[config.mk]
export PLATFORM = sky130hd
export DESIGN_NAME = instr_fetch
export DESIGN_NICKNAME = d
export VERILOG_FILES = /design/src/rtl/instr_fetch.sv
export SDC_FILE = /design/constraint.sdc
export NUM_CORES = 1
export LEC_CHECK = 0
export CORE_ASPECT_RATIO = 0.5
export CORE_MARGIN = 4
export CORE_UTILIZATION = 30
export CTS_CLUSTER_SIZE = 14
export DETAILED_ROUTE_END_ITERATION = 8
export PLACE_DENSITY_LB_ADDON = 0.2
export SYNTH_ARGS = -nofsm -noshare
export SYNTH_HDL_FRONTEND = slang
export SYNTH_SLANG_ARGS = --single-unit
[constraint.sdc]
create_clock -name clk -period 3.9 [get_ports clk]
set_clock_uncertainty 0.1 [all_clocks]
set_input_delay 0.78 -clock clk [delete_from_list [all_inputs] [get_ports clk]]
set_output_delay 0.78 -clock clk [all_outputs]
set_load 0.1 [all_outputs]
[src/rtl/instr_fetch.sv]
// instr_fetch: MIPS instruction fetch stage.
//   Holds the PC, issues word requests to instruction memory (req/gnt, in-order
//   responses) and buffers returned words, paired with their addresses, in a
//   small FIFO presented to decode with a valid/ready handshake. A redirect
//   reloads the PC, empties the FIFO and drops every response still in flight.
// Ports:
//   clk, rst                  clock, async active-high reset
//   imem_req/addr/gnt         request channel (addr word aligned)
//   imem_rvalid/rdata         in-order response channel
//   redirect_valid/pc         jump/branch taken pulse and target
//   id_valid/ready            FIFO head handshake toward decode
//   id_instr/pc/pc_plus4      head instruction, its address, address + 4
//   misaligned                registered pulse for a redirect target with [1:0] != 0
module instr_fetch #(
  parameter logic [31:0] RESET_PC = 32'h0000_0000,
  parameter int          DEPTH    = 2
) (
  input  logic        clk,
  input  logic        rst,
  output logic        imem_req,
  output logic [31:0] imem_addr,
  input  logic        imem_gnt,
  input  logic        imem_rvalid,
  input  logic [31:0] imem_rdata,
  input  logic        redirect_valid,
  input  logic [31:0] redirect_pc,
  output logic        id_valid,
  input  logic        id_ready,
  output logic [31:0] id_instr,
  output logic [31:0] id_pc,
  output logic [31:0] id_pc_plus4,
  output logic        misaligned
);
  localparam int AW = $clog2(DEPTH);
  localparam int CW = AW + 1;

  typedef enum logic [1:0] {IDLE, FETCH, FLUSH} state_t;
  typedef struct packed {
    logic [31:0] instr;
    logic [31:0] pc;
  } fetch_ent_t;

  state_t          state_q, state_d;
  logic [31:0]     pc_q;
  logic            pend_q;     // request up and not yet granted
  logic            kill_q;     // the pending request predates a redirect
  logic [31:0]     hold_q;     // address held while a request waits for grant
  logic [CW-1:0]   outst_q, outst_d;
  logic [CW-1:0]   discard_q, discard_d;
  logic [CW-1:0]   count_q, count_d;
  logic [AW-1:0]   rd_ptr, wr_ptr, aq_rd, aq_wr;
  logic            mis_q;
  fetch_ent_t      fifo [DEPTH];
  logic [31:0]     aq   [DEPTH];

  logic            credit, gnt_fire, rsp_fire, push, pop;
  logic [CW:0]     inflight;
  fetch_ent_t      head;

  // Popping does not return credit in the same cycle.
  assign inflight  = {1'b0, outst_q} + {1'b0, count_q};
  assign credit    = inflight < (CW+1)'(DEPTH);
  assign imem_req  = pend_q | ((state_q == FETCH) & credit);
  assign imem_addr = pend_q ? hold_q : pc_q;
  assign gnt_fire  = imem_req & imem_gnt;
  // A response with nothing outstanding is ignored.
  assign rsp_fire  = imem_rvalid & (outst_q != '0);
  assign push      = rsp_fire & ~redirect_valid & (discard_q == '0);
  assign pop       = id_valid & id_ready;

  assign id_valid    = (count_q != '0);
  assign head        = fifo[rd_ptr];
  assign id_instr    = id_valid ? head.instr : '0;
  assign id_pc       = id_valid ? head.pc    : '0;
  assign id_pc_plus4 = id_pc + 32'd4;
  assign misaligned  = mis_q;

  always_comb begin
    outst_d = outst_q + CW'(gnt_fire) - CW'(rsp_fire);
    count_d = count_q + CW'(push) - CW'(pop);
    // Every in-flight response is stale after a redirect; a killed pending
    // request joins the discard count only once it is actually granted.
    if (redirect_valid)
      discard_d = outst_d;
    else
      discard_d = discard_q - CW'(rsp_fire && (discard_q != '0))
                            + CW'(gnt_fire && kill_q);
    state_d = state_q;
    case (state_q)
      IDLE:    state_d = FETCH;
      FETCH:   if (redirect_valid && (discard_d != '0)) state_d = FLUSH;
      FLUSH:   if (discard_d == '0) state_d = FETCH;
      default: state_d = IDLE;
    endcase
  end

  always_ff @(posedge clk or posedge rst) begin
    if (rst) begin
      state_q   <= IDLE;
      pc_q      <= RESET_PC;
      pend_q    <= 1'b0;
      kill_q    <= 1'b0;
      hold_q    <= RESET_PC;
      outst_q   <= '0;
      discard_q <= '0;
      count_q   <= '0;
      rd_ptr    <= '0;
      wr_ptr    <= '0;
      aq_rd     <= '0;
      aq_wr     <= '0;
      mis_q     <= 1'b0;
    end else begin
      state_q   <= state_d;
      outst_q   <= outst_d;
      discard_q <= discard_d;
      mis_q     <= redirect_valid && (redirect_pc[1:0] != 2'b00);
      pend_q    <= imem_req & ~imem_gnt;
      if (imem_req && !imem_gnt) hold_q <= imem_addr;

      // A killed pending request was issued from the old stream, so its
      // grant must not advance the already-redirected PC.
      if (redirect_valid)       pc_q <= {redirect_pc[31:2], 2'b00};
      else if (gnt_fire && !kill_q) pc_q <= pc_q + 32'd4;

      if (redirect_valid) kill_q <= imem_req & ~imem_gnt;
      else if (gnt_fire)  kill_q <= 1'b0;

      // Address queue tracks every in-flight request, stale or not.
      if (gnt_fire) aq_wr <= aq_wr + AW'(1);
      if (rsp_fire) aq_rd <= aq_rd + AW'(1);

      if (redirect_valid) begin
        count_q <= '0;
        rd_ptr  <= '0;
        wr_ptr  <= '0;
      end else begin
        count_q <= count_d;
        if (push) wr_ptr <= wr_ptr + AW'(1);
        if (pop)  rd_ptr <= rd_ptr + AW'(1);
      end
    end
  end

  // Storage needs no reset: the outputs are masked while the FIFO is empty.
  always_ff @(posedge clk) begin
    if (gnt_fire) aq[aq_wr] <= imem_addr;
    if (push)     fifo[wr_ptr] <= '{instr: imem_rdata, pc: aq[aq_rd]};
  end

  a_no_orphan_rsp: assert property (@(posedge clk) disable iff (rst)
    imem_rvalid |-> (outst_q != '0));

endmodule

==> results.tsv, run 1 <==
stage	metric	value	unit
outcome	status	finished, violations left	
outcome	violations	negative setup slack	
worst_setup_path	required	3.02	ns
worst_setup_path	r2r_slack	0.39	ns
synth	ys_async_sr_fraction	28.6	%
routing	wl_met3	1270	µm
cells_and_area	regArea	7700	µm²
timing	worst_pin_slew	0.967	ns
synth	synth_edf_count	192	
synth	synth_simple_gate_area_share	10.6	%
synth	synth.avg_cell_area	13.5	µm²
global_routing	grt_start_max_net_pins	72	
global_routing	first_global_vias	7879	
floorplanning	die_area	43000	µm²
place	dpl_cell_area	14800	µm²
clocking	cts_tree	done	
power	cellPowerDensity	882	nW/µm²
synth	ys_ff_latch	269	
global_routing	overflow	0	
clocking	htree_levels	1	
run	maxCapViolations	0	
worst_hold_path	worstHoldPathType	reg -> reg	
timing	setup_ws	-0.0417	ns
clocking	clock-sinks	269	
routing	wl_met1	13000	µm
cells_and_area	drive_above_1_share	30.0	%
synth	synthFlopType	edfxtp_1	
clocking	cts_buffers	27	
timing	tns	-0.0621	ns
cells_and_area	multi_input_area	4180	µm²
floorplanning	io_pins	201	
global_routing	grt_usage	13.5	%
floorplanning	start_util	30.5	%
clocking	clkLatencyLatePin	0.55	ns
timing	setup_violations	2	
routing	drc	0	
synth	post_synth_mux_area_share	13.7	%
worst_setup_path	path_max_fanout	8	
power	max-vdd-ir-drop	0.000364	V
routing	dr_wl_met2	14600	µm
synth	synth-seq-area-share	64.8	%
global_routing	grt_first_pass_wirelength	45400	µm
cells_and_area	instances_no_fill	1656	
worst_setup_path	endpoint_kind	primary output	
worst_setup_path	start_kind	register	
routing	num_vias	7587	
timing	final_max_slew_viol_count	0	
routing	highest_layer	met4	
cells_and_area	stdcell_area	15900	µm²
clocking	clk_pin_slew	0.07	ns
floorplanning	core_area	39000	µm²
synth	postSynthCellCount	881	
timing	timing.fmax	254	MHz
timing	finalCritPeriodShare	101	%
floorplanning	rows	51	
synth	synthesis.nets	959	
timing	timing.hold.ws	0.401	ns
synth	synth_xor_area_share	4.72	%
clocking	clockBufferDepth	3	
place	place_congestion	0.824	
floorplanning	die_h	149	µm
timing	finalHoldViolCount	0	
clocking	clock-root-buffer	clkbuf_16	
timing	slew_headroom	35.3	%
routing	wire_per_inst	17.7	µm
place	io_buffers	200	
place	dp.cells	1596	
worst_setup_path	worstSetupPathType	reg -> out	
cells_and_area	area_growth	33.5	%
routing	drt-total-wl	29400	µm
worst_setup_path	worstPathArrival	3.06	ns
cells_and_area	antennaDiodeCount	0	
timing	rsz0062_at_grt	true	
power	p_leak	5.79	nW
synth	synth-adder-area-share	0.906	%
floorplanning	die-width	289	µm
synth	synthDistinctLibCells	47	
routing	ant_nets	0	
timing	fin_crit	3.94	ns
synth	ys_warn_count	0	
routing	drtIter0Drc	345	
synth	syn_area	11900	µm²
routing	first_pass_iters	5	
synth	synth_top_family_by_area	multiplexers	
routing	post_drt_via_cell_ratio	4.58	
clocking	cts_hold_repair.buffers	0	
cells_and_area	fillCellCount	3600	
global_routing	antenna_found_initial	0	
cells_and_area	nNetsFinal	1183	
place	dp_hpwl	21200	µm
power	p_total	14.0	mW
synth	synth-compound-area-share	3.09	%
[Yosys cell counts (2+ instances only)]
library cell,number,area share [%]
and2_1,7,0.37
xnor2_1,42,3.1
and3_1,6,0.32
nor2_1,90,2.8
xor2_1,22,1.6
nor4_1,14,0.74
nand4_1,7,0.37
or3_1,3,0.16
mux2i_1,65,5.5
ha_1,7,0.74
or4_1,2,0.13
a21oi_1,3,0.13
nor3_1,23,0.97
or4b_1,2,0.17
a31oi_1,3,0.16
nand3_1,31,1.3
dfrtp_1,77,16
nand4b_1,2,0.15
a21boi_0,2,0.13
clkbuf_1,21,0.66
buf_4,2,0.13
o21ai_0,41,1.7
nand3b_1,6,0.38
a22oi_1,3,0.19
buf_2,12,0.51
nor3b_1,2,0.13
a211oi_1,5,0.32
o2111ai_1,2,0.15
nor2b_1,2,0.11
nand2_1,58,1.8
buf_1,7,0.22
inv_1,20,0.63
mux2_2,87,8.3
edfxtp_1,192,49
[routing by layer]
layer | GRT usage (%) | vias up
met1 | 17.9 | 3778
met3 | 2.59 | 32
met4 | 2.65 | 0
li1 | - | 3659
met5 | 0 | -
met2 | 23.3 | 118
[cells by family (layout without fill, tap and decap cells)]
logic type      after synthesis  in the layout
flops                       269            269
simple gates                262            262
fa+ha+maj                     8              8
xor+xnor                     64             64
compound gates               64             64
mux                         152            152
buf+inv                      62            307
[path summary, 6_finish.rpt]
check | start | endpoint | depth (start not counted)
max | rd_ptr$_DFFE_PP0P_ | id_pc_plus4[28] | 12
min | hold_q[10]$_DFFE_PP0P_ | hold_q[10]$_DFFE_PP0P_ | 1
max reg2reg | count_q[0]$_DFF_PP0_ | state_q[1]$_DFFE_PP0P_ | 13
min reg2reg | hold_q[10]$_DFFE_PP0P_ | hold_q[10]$_DFFE_PP0P_ | 1
max in group asynchronous | rst | rd_ptr$_DFFE_PP0P_ | 3
min in group asynchronous | rst | hold_q[10]$_DFFE_PP0P_ | 2
[where the power goes]
part	leakage [nW]	switching, mW	internal (mW)
registers	2.69	0.288	3.81
logic	2.69	5.35	2.06
clock network	0.413	1.10	1.37
total	5.79	6.74	7.24
[metrics by stage]
stage	utilization (%)	worst slack, ns
after global placement	38.1	0.385
after floorplan	-	-1.58
after CTS	40.5	-0.0437
after global routing	40.7	-0.180
after detailed placement	38.1	0.324
final	40.7	-0.0417
[cell usage in the layout, fill, tap and decap left out, types with 6 or more instances in the layout]
cell             count
clkbuf_16           28
clkdlybuf4s50_1     69
nor3_1              18
buf_12              33
o21ai_0             40
edfxtp_1           192
clkinv_2             9
xnor2_1             38
nor2_2               8
mux2_2              86
xor2_1              17
nand4_1              7
nor2_1              79
ha_1                 6
and2_1               7
inv_1               17
nand3_1             31
mux2i_1             64
nand2_1             57
buf_4              130
nand3b_1             6
nor4_1              10
clkbuf_1             7
dfrtp_1             76
[worst max-delay path: stages (launching register included)]
cell,delay (ns)
dfrtp_4,0.52
mux2_4,0.25
nand2_8,0.05
clkinvlp_4,0.08
ha_4,0.15
nand4_1,0.13
a211oi_2,0.31
nand4_1,0.14
buf_6,0.18
buf_4,0.15
nor3_4,0.15
xor2_2,0.18
clkbuf_16,0.22
[flip-flops by register name (all words and copies together), names as in the netlist, 2 cells and up]
register / cells
fifo: 128
state_q: 2
hold_q: 32
outst_q: 2
count_q: 2
discard_q: 2
pc_q: 30
aq: 64
[final cells by class]
type | instances | share of cell area, %
Sequential cell | 269 | 48.5
Inverter | 20 | 0.529
Clock buffer | 35 | 4.51
Timing Repair Buffer | 237 | 15.1
Clock inverter | 15 | 0.742
Tap cell | 530 | 4.18
Multi-Input combinational cell | 550 | 26.4
[repair_timing]
item | in CTS | in global routing
gates resized for setup | 11 | 9
setup buffers | 5 | 5
endpoints found under the hold margin | 0 | 0
setup endpoints to repair | 16 | 16
cloned | 0 | 0
pin swaps | 3 | 6
Power figures use the tool's default switching activity.
==> inputs of run 2 (changes only) <==
--- a/config.mk
+++ b/config.mk
@@ -7,7 +7,7 @@
 export LEC_CHECK = 0
 export CORE_ASPECT_RATIO = 0.5
 export CORE_MARGIN = 4
-export CORE_UTILIZATION = 30
+export CORE_UTILIZATION = 38
 export CTS_CLUSTER_SIZE = 14
 export DETAILED_ROUTE_END_ITERATION = 8
 export PLACE_DENSITY_LB_ADDON = 0.2
==> run 2 against run 1 <==
Against the previous run: register-to-register slack lost 0.07 ns; flip-flop and latch count stayed put; first-iteration DRC count up 20%; critical path depth shrank 5; the flow still finishes with violations (negative setup slack); via count down 1.2%; non-clock buffer count is 10 lower; total power is 0.62% higher; clock power grew 7%; critical path type unchanged; combinational power fell by 1%; maximum frequency increased by 0.36%.
==> results.tsv, run 2 (same netlist as run 1, synthesis figures left out) <==
stage	metric	value	unit	change
outcome	status	finished, violations left		
outcome	violations	negative setup slack		
cells_and_area	area_growth	31.9	%	
floorplanning	io_pins	201		unchanged
routing	first_pass_iters	4		-1
timing	final_max_slew_viol_count	0		unchanged
global_routing	grt_usage	16.1	%	+2.6 points
timing	timing.fmax	255	MHz	+0.36%
global_routing	grt_start_max_net_pins	72		unchanged
global_routing	antenna_found_initial	0		unchanged
place	dp_slack	0.386	ns	+0.0623 ns
clocking	clockBufferDepth	3		unchanged
worst_setup_path	crit_end	id_pc_plus4[14]		
timing	slew_headroom	28.8	%	-6.5 points
cells_and_area	antennaDiodeCount	0		unchanged
cells_and_area	final_cell_mix	edfxtp_1, buf_4, mux2_2		
worst_setup_path	timing.rr.end	state_q[1]$_DFFE_PP0P_		
timing	setup_ws	-0.0275	ns	+0.0142 ns
global_routing	overflow	0		unchanged
floorplanning	start_util	38.8	%	+8.4 points
routing	drc	0		unchanged
power	p_total	14.1	mW	+0.62%
routing	drtIter0Drc	415		+20%
worst_setup_path	r2r-start	count_q[0]$_DFF_PP0_		
routing	wire_per_inst	18.3	µm	+3.2%
place	place_congestion	0.816		-0.96%
cells_and_area	final_common_cell	edfxtp_1		
routing	ant_nets	0		unchanged
routing	drt-total-wl	28100	µm	-4.2%
global_routing	first_global_vias	7534		-4.4%
worst_setup_path	critPathLaunch	rd_ptr$_DFFE_PP0P_		
floorplanning	die_area	34300	µm²	-20%
worst_setup_path	endpoint_kind	primary output		
place	dp_hpwl	20100	µm	-4.8%
power	max-vdd-ir-drop	0.000365	V	+0.28%
power	cellPowerDensity	899	nW/µm²	+1.9%
timing	rsz0062_at_grt	true		
floorplanning	rows	45		-12%
place	dpl_cell_area	14700	µm²	-1.3%
timing	fin_crit	3.93	ns	-0.0142 ns
run	maxCapViolations	0		unchanged
worst_setup_path	path_max_fanout	40		+32
cells_and_area	stdcell_area	15700	µm²	-1.2%
worst_setup_path	worstPathArrival	3.05	ns	about the same
cells_and_area	nNetsFinal	1172		-0.93%
clocking	clk_pin_slew	0.06	ns	about the same
clocking	cts_tree	done		
clocking	clock-root-buffer	clkbuf_16		
cells_and_area	drive_above_1_share	28.8	%	-1.2 points
timing	finalCritPeriodShare	101	%	-0.36 points
timing	tns	-0.0322	ns	+0.0299 ns
timing	worst_pin_slew	1.07	ns	+0.0992 ns
cells_and_area	top_register	fifo		
global_routing	grt_first_pass_wirelength	43800	µm	-3.5%
clocking	clock-sinks	269		unchanged
floorplanning	core_area	30600	µm²	-22%
worst_setup_path	rr_worst_depth	13		unchanged
worst_setup_path	required	3.02	ns	about the same
power	p_leak	5.75	nW	-0.68%
cells_and_area	largest_register_ffs	128		unchanged
clocking	htree_levels	1		unchanged
floorplanning	die_h	133	µm	-11%
clocking	clkLatencyLatePin	0.56	ns	about the same
clocking	cts_buffers	26		-3.7%
worst_hold_path	hp-start	hold_q[3]$_DFFE_PP0P_		
cells_and_area	reg.largest.list	fifo: 128 flops, aq: 64 flops, hold_q: 32 flops		
routing	post_drt_via_cell_ratio	4.88		+6.5%
floorplanning	die-width	258	µm	-11%
worst_setup_path	start_kind	register		
worst_setup_path	r2r_slack	0.32	ns	-0.07 ns
worst_hold_path	worstHoldPathType	reg -> reg		
routing	num_vias	7496		-1.2%
timing	setup_violations	2		unchanged
worst_setup_path	worstSetupPathType	reg -> out		
timing	finalHoldViolCount	0		unchanged
place	io_buffers	200		unchanged
-- run 2: stage by stage --
step                instances  hold slack, ns  utilization [%]
floorplan                 881           0.360                -
detailed placement       1485           0.392             47.9
CTS                      1534           0.407             51.0
finish                   1537           0.404             51.2
global placement         1485           0.383             47.9
global route             1537           0.414             51.2
-- run 2: worst min path at each step --
stage,to,cells past startpoint
final,hold_q[3]$_DFFE_PP0P_,1
after CTS,hold_q[3]$_DFFE_PP0P_,1
after detailed placement,hold_q[3]$_DFFE_PP0P_,1
after floorplan,aq_wr$_DFFE_PP0P_,1
after global routing,hold_q[3]$_DFFE_PP0P_,1
after global placement,hold_q[16]$_DFFE_PP0P_,1
-- run 2: repair_timing --
item	in CTS	in global routing
endpoints found under the setup margin	16	16
pin swaps	3	3
gates resized for setup	4	9
endpoints found under the hold margin	0	0
setup buffers	1	3
hold buffers	0	0
-- run 2: layout make-up --
cell class                 instances  area, µm²
tap                              423        529
multi-input combinational        550       4150
clock inverter                    15        223
inverter                          20       82.6
fill                            2623      14900
clock buffer                      33        687
sequential                       269       7700
timing repair buffer             227       2290
-- run 2: where the power goes --
group | switching (mW) | leakage (nW) | internal (mW) | total (mW)
clock network | 1.06 | 0.439 | 1.59 | 2.65
logic | 5.35 | 2.63 | 1.99 | 7.34
registers | 0.278 | 2.68 | 3.81 | 4.09
total | 6.69 | 5.75 | 7.38 | 14.1
-- run 2: metal layers --
metal	global-route usage, %	part of all wire (%)	vias to the layer above
met4	4.15	2.2	0
met2	26.1	48	139
met5	0	0	-
met3	2.72	4.0	38
met1	22.7	46	3691
li1	-	-	3628
-- run 2: critical path, cell delays in order (launching register included) --
cell      delay (ns)
dfrtp_4         0.50
clkbuf_8        0.29
nand3b_1        0.23
a211oi_1        0.44
nand3_1         0.14
nor4_1          0.27
xor2_1          0.39
buf_12          0.23
